<file path="config.mk">
export PLATFORM = sky130hd
export DESIGN_NAME = instruction_encoder
export DESIGN_NICKNAME = d
export VERILOG_FILES = /design/src/rtl/instruction_encoder.sv
export SDC_FILE = /design/constraint.sdc
export NUM_CORES = 1
export LEC_CHECK = 0
export ABC_CLOCK_PERIOD_IN_PS = 3300
export CORE_MARGIN = 2
export CORE_UTILIZATION = 50
export DETAILED_ROUTE_END_ITERATION = 6
export GPL_ROUTABILITY_DRIVEN = 0
export PLACE_DENSITY = 0.8
export SLEW_MARGIN = 20
export SYNTH_ARGS = -nofsm -noshare
export SYNTH_HDL_FRONTEND = slang
export SYNTH_SLANG_ARGS = --single-unit
</file>
<file path="constraint.sdc">
create_clock -name clk -period 3.3 [get_ports clk]
set_input_delay 0.99 -clock clk [delete_from_list [all_inputs] [get_ports clk]]
set_output_delay 0.99 -clock clk [all_outputs]
set_load 0.02 [all_outputs]
</file>
<file path="src/rtl/instruction_encoder.sv">
// instruction_encoder: packs MIPS32 encode requests into 32-bit words behind a small output FIFO.
// Define INSTR_ENCODER_NOP_PAD_EN to append a delay-slot NOP after every jr/beq/j/jal.
module instruction_encoder #(
  parameter int FIFO_DEPTH = 2,
  parameter int CNT_W      = 16
) (
  input  logic             clk,
  input  logic             rst,
  input  logic             in_valid,
  output logic             in_ready,
  input  logic [3:0]       in_op,
  input  logic [4:0]       in_rs,
  input  logic [4:0]       in_rt,
  input  logic [4:0]       in_rd,
  input  logic [15:0]      in_imm16,
  input  logic [25:0]      in_target,
  output logic             out_valid,
  input  logic             out_ready,
  output logic [31:0]      out_instr,
  output logic             err_pulse,
  output logic [CNT_W-1:0] enc_count
);
  localparam int AW = $clog2(FIFO_DEPTH);
  localparam int CW = AW + 1;
  localparam logic [CW-1:0] DEPTH = CW'(FIFO_DEPTH);
  typedef enum logic {IDLE, PAD} state_t;
  state_t            state_q, state_d;
  logic [31:0]       mem_q [FIFO_DEPTH];
  logic [AW-1:0]     wr_ptr_q, rd_ptr_q;
  logic [CW-1:0]     cnt_q, cnt_d;
  logic              err_q;
  logic [CNT_W-1:0]  enc_q;
  logic              accept, op_ok, push_req, pad_push, push, pop;
  logic [31:0]       word, push_word;
  always_comb begin
    word = '0;
    case (in_op)
      4'd0:    word = {6'h00, in_rs, in_rt, in_rd, 5'b0, 6'h21};
      4'd1:    word = {6'h00, in_rs, in_rt, in_rd, 5'b0, 6'h23};
      4'd2:    word = {6'h00, in_rs, 15'b0, 6'h08};
      4'd3:    word = 32'h0000000c;
      4'd4:    word = {6'h0d, in_rs, in_rt, in_imm16};
      4'd5:    word = {6'h0f, 5'b0, in_rt, in_imm16};
      4'd6:    word = {6'h23, in_rs, in_rt, in_imm16};
      4'd7:    word = {6'h2b, in_rs, in_rt, in_imm16};
      4'd8:    word = {6'h04, in_rs, in_rt, in_imm16};
      4'd9:    word = {6'h02, in_target};
      4'd10:   word = {6'h03, in_target};
      default: word = '0;
    endcase
  end
  assign op_ok     = in_op <= 4'd10;
  assign accept    = in_valid && in_ready;
  assign push_req  = accept && op_ok;
  assign push      = push_req || pad_push;
  assign push_word = pad_push ? 32'h0 : word;
  assign out_valid = cnt_q != '0;
  assign pop       = out_valid && out_ready;
  assign out_instr = out_valid ? mem_q[rd_ptr_q] : 32'h0;
  assign cnt_d     = cnt_q + CW'(push) - CW'(pop);
  assign err_pulse = err_q;
  assign enc_count = enc_q;
  always_ff @(posedge clk or posedge rst)
    if (rst) state_q <= IDLE;
    else     state_q <= state_d;
`ifdef INSTR_ENCODER_NOP_PAD_EN
  logic is_cf;
  assign is_cf = in_op == 4'd2 || in_op == 4'd8 || in_op == 4'd9 || in_op == 4'd10;
  always_comb
    state_d = state_q == IDLE ? ((push_req && is_cf) ? PAD : IDLE) : (pad_push ? IDLE : PAD);
`else
  always_comb state_d = IDLE;
`endif
  // A pending pad NOP waits for space and blocks new requests meanwhile.
  always_comb begin
    in_ready = state_q == IDLE && cnt_q < DEPTH;
    pad_push = state_q == PAD && cnt_q < DEPTH;
  end
  always_ff @(posedge clk or posedge rst)
    if (rst) begin
      cnt_q    <= '0;
      wr_ptr_q <= '0;
      rd_ptr_q <= '0;
      err_q    <= 1'b0;
      enc_q    <= '0;
    end else begin
      cnt_q    <= cnt_d;
      wr_ptr_q <= wr_ptr_q + AW'(push);
      rd_ptr_q <= rd_ptr_q + AW'(pop);
      err_q    <= accept && !op_ok;
      enc_q    <= enc_q + CNT_W'(push);
    end
  always_ff @(posedge clk)
    if (push) mem_q[wr_ptr_q] <= push_word;
endmodule

</file>
==> run summary <==
share of flip-flops with an asynchronous set or reset after synthesis -> 25.3%
post-synthesis sequential area ratio -> 58.9%
wire per inst -> 16.5 um
1st-iter DRT viols -> 133
warning count from the yosys run -> 0
CTS Buf Count -> 9
maximum count of clock buffers along a single path -> 2
detail-routed via count per cell -> 5.46
first-pass GRT wire length -> 14400 um
cell types with the largest area share after synthesis -> sky130_fd_sc_hd__edfxtp_1 46%, sky130_fd_sc_hd__dfrtp_1 13%, sky130_fd_sc_hd__mux2i_1 7.7%
fraction of synthesized cell area taken by the top area cell type -> 46.0%
synthesis-stage register bit count -> 83
stages on the worst setup path -> 4
Crit path max-delay family -> buffers and inverters
Setup Skew -> 0.0131 ns
maximum number of pins on one net before global-route repair -> 33
combinational share of power -> 44.9%
cell taking the most area after synthesis -> sky130_fd_sc_hd__edfxtp_1
Syn Std Cell Area -> 0.00405 mm2
first drt pass iteration count -> 7
final core area utilization -> 70.7%
share of post-route cells with drive strength above 1 -> 7.76%
hold path depth -> 1
instance count of the mapped netlist -> 344
Setup-failing EPs final -> 0
number of nets still failing antenna checks after routing -> 0
fmax -> 336 MHz
Port Buffer Count -> 114
hold buffer count at CTS -> 0
clock network fraction of total power -> 18.2%
routed vias -> 3091
worst-case setup margin in the final layout -> 0.327 ns
Leakage -> 2.15 nW
detailed-route wire length -> 9320 um
post-CTS resize count -> 0
synth cell count leaders -> 62 x sky130_fd_sc_hd__edfxtp_1, 44 x sky130_fd_sc_hd__nor2_1, 39 x sky130_fd_sc_hd__nand2_1, 31 x sky130_fd_sc_hd__mux2i_1, 21 x sky130_fd_sc_hd__dfrtp_1
CP cell instances -> nor2_2, buf_12, nor2_1, clkdlybuf4s50_1
Seq pwr share -> 36.9%
areal power density over the cells -> 695 mW/mm2
number of core rows -> 32
# IOs -> 116
cell type of the slowest stage on the worst timing path -> sky130_fd_sc_hd__clkdlybuf4s50_1
number of buffer and inverter stages on the critical path -> 2
biggest fanout along the worst timing path -> 24
Critical path origin -> cnt_q[0]$_DFF_PP0_
clock root buffer -> sky130_fd_sc_hd__clkbuf_8
CTS clock-pin slew for the worst setup and hold paths -> 0.09 ns
Hold/Removal Path Class -> reg -> reg
arrival time at the worst endpoint -> 1.98 ns
area growth from synthesis to layout -> 36.3%
n_diodes -> 0
number of nets produced by synthesis -> 413
VDD IR max -> 0.461 mV
worst setup slack before clock tree synthesis -> 0.353 ns
type of the setup path with the least slack -> reg -> out
most common cell in the synthesized netlist -> sky130_fd_sc_hd__edfxtp_1
Final Max Tran Viols -> 0
total congestion overflow -> 0
count of endpoints failing hold in the final timing report -> 0
Critical R2R Capture -> enc_count[12]$_DFF_PP0_
Worst Tran Pin Value -> 0.801 ns
Cell variety after synth -> 41
element type at the critical path end -> output port
CP Capture Point -> out_instr[1]
die span in y -> 94 um
post-layout min period -> 2.97 ns
setup repair after global routing missed its margin -> false
number of H-tree branching levels -> 3
Worst R2R Path Depth -> 8
number of nets in the finished design -> 528
kind of start point of the critical path -> flop
antenna violations before repair -> 0
DRC violations left -> 0
clock network latency to the later pin of the worst-skew pair -> 0.35 ns
Max-Cap Viols -> 0
data required time at the worst endpoint -> 2.31 ns
via count of the first global-routing pass -> 2975
Std-Cell Core Area -> 0.00781 mm2
summed negative setup slack over all endpoints -> 0 ns
final worst-path cycle share -> 90.1%
detailed placement HPWL -> 6680 um
switching power -> 1.35 mW
main flop type after synthesis -> sky130_fd_sc_hd__edfxtp_1
startpoint of the worst register-to-register path -> cnt_q[1]$_DFF_PP0_
headroom to the max-slew limit -> 46.6%
Avg Inst Size Synth -> 11.8 um2
global-route usage over all layers -> 21.5%
Layout Cells excl Fill -> 566
highest cell delay on the worst timing path -> 0.56 ns
width of the die -> 94 um
Internal Pwr Total -> 2.48 mW
number of placed instances, taps included -> 550
total number of clock tree sinks -> 83
FF-to-FF setup slack -> 1.42 ns
effective utilization at floorplan -> 51.9%
TritonCTS clock tree -> yes
outcome -> finished, final reports clean
EDFF count, synth -> 62
Post CTS Setup Buffer Count -> 0
Die Outline Area -> 0.00884 mm2
share of total power consumed by net switching -> 35.3%
[worst min-delay path by stage]
stage	from	endpoint	slack [ns]
2_1_floorplan	cnt_q[0]$_DFF_PP0_	cnt_q[0]$_DFF_PP0_	0.50
3_3_place_gp	enc_count[15]$_DFF_PP0_	enc_count[15]$_DFF_PP0_	0.46
3_5_place_dp	enc_count[15]$_DFF_PP0_	enc_count[15]$_DFF_PP0_	0.46
4_1_cts	enc_count[15]$_DFF_PP0_	enc_count[15]$_DFF_PP0_	0.48
5_1_grt	enc_count[15]$_DFF_PP0_	enc_count[15]$_DFF_PP0_	0.51
6_report	enc_count[15]$_DFF_PP0_	enc_count[15]$_DFF_PP0_	0.48
[routing by layer]
metal | up-vias | share of wire (%) | global-route usage [%]
met4 | 0 | 1.7 | 6.16
li1 | 1477 | - | -
met3 | 12 | 5.4 | 4.01
met5 | - | 0 | 0
met2 | 109 | 53 | 38.0
met1 | 1493 | 40 | 26.9
[power by group through the flow]
stage	registers [mW]	clock network (mW)	logic [mW]
2_1_floorplan	1.45	0	0.906
3_3_place_gp	1.43	0	1.71
3_5_place_dp	1.44	0	1.73
4_1_cts	1.42	0.709	1.74
5_1_grt	1.43	0.755	1.84
6_report	1.42	0.698	1.72
[logic make-up after synthesis]
kind of cell / after synthesis / synth area share (%)
compound gates: 55 / 10.6
xor+xnor: 17 / 3.68
fa+ha+maj: 4 / 1.24
buf+inv: 29 / 3.92
flops: 83 / 58.9
mux: 32 / 7.94
other cells: 1 / 0.0926
simple gates: 123 / 13.6
[stage by stage]
| stage | power [mW] | hold WS, ns | instance area (um2) |
|---|---|---|---|
| floorplan | 2.36 | 0.502 | 4050 |
| global placement | 3.13 | 0.458 | 5330 |
| detailed placement | 3.17 | 0.464 | 5330 |
| CTS | 3.87 | 0.480 | 5520 |
| global route | 4.03 | 0.506 | 5520 |
| finish | 3.83 | 0.479 | 5520 |
[cells in the final DEF, fill, tap and decap left out, drive strengths merged, types with 10 or more instances in the layout]
cell | Yosys | layout
buf | 15 | 11
clkdlybuf4s50 | 0 | 114
dfrtp | 21 | 21
edfxtp | 62 | 62
mux2i | 31 | 31
nand2 | 39 | 39
nand3 | 14 | 14
nor2 | 44 | 44
nor2b | 10 | 10
xnor2 | 10 | 10
[worst reg2reg max path, stage by stage, from the launching register on]
cell and delay (ns):
sky130_fd_sc_hd__dfrtp_1 0.40, sky130_fd_sc_hd__inv_1 0.16, sky130_fd_sc_hd__nand2_1 0.11, sky130_fd_sc_hd__a21oi_2 0.23
sky130_fd_sc_hd__and2_1 0.17, sky130_fd_sc_hd__ha_1 0.21, sky130_fd_sc_hd__and2_1 0.22, sky130_fd_sc_hd__nand4_1 0.14
sky130_fd_sc_hd__xnor2_1 0.14
[flip-flops by register name, indices dropped and copies added (netlist names)]
name / cells
wr_ptr_q: 1
enc_count: 16
mem_q: 62
rd_ptr_q: 1
err_pulse: 1
cnt_q: 2
[layout make-up]
class / count / area, um2
clock buffer: 9 / 124
clock inverter: 7 / 68.8
fill: 566 / 2290
inverter: 8 / 30.0
multi-input combinational: 232 / 1510
sequential: 83 / 2390
tap: 102 / 128
timing repair buffer: 125 / 1270
Note: power is estimated with default switching activity, not from simulation.
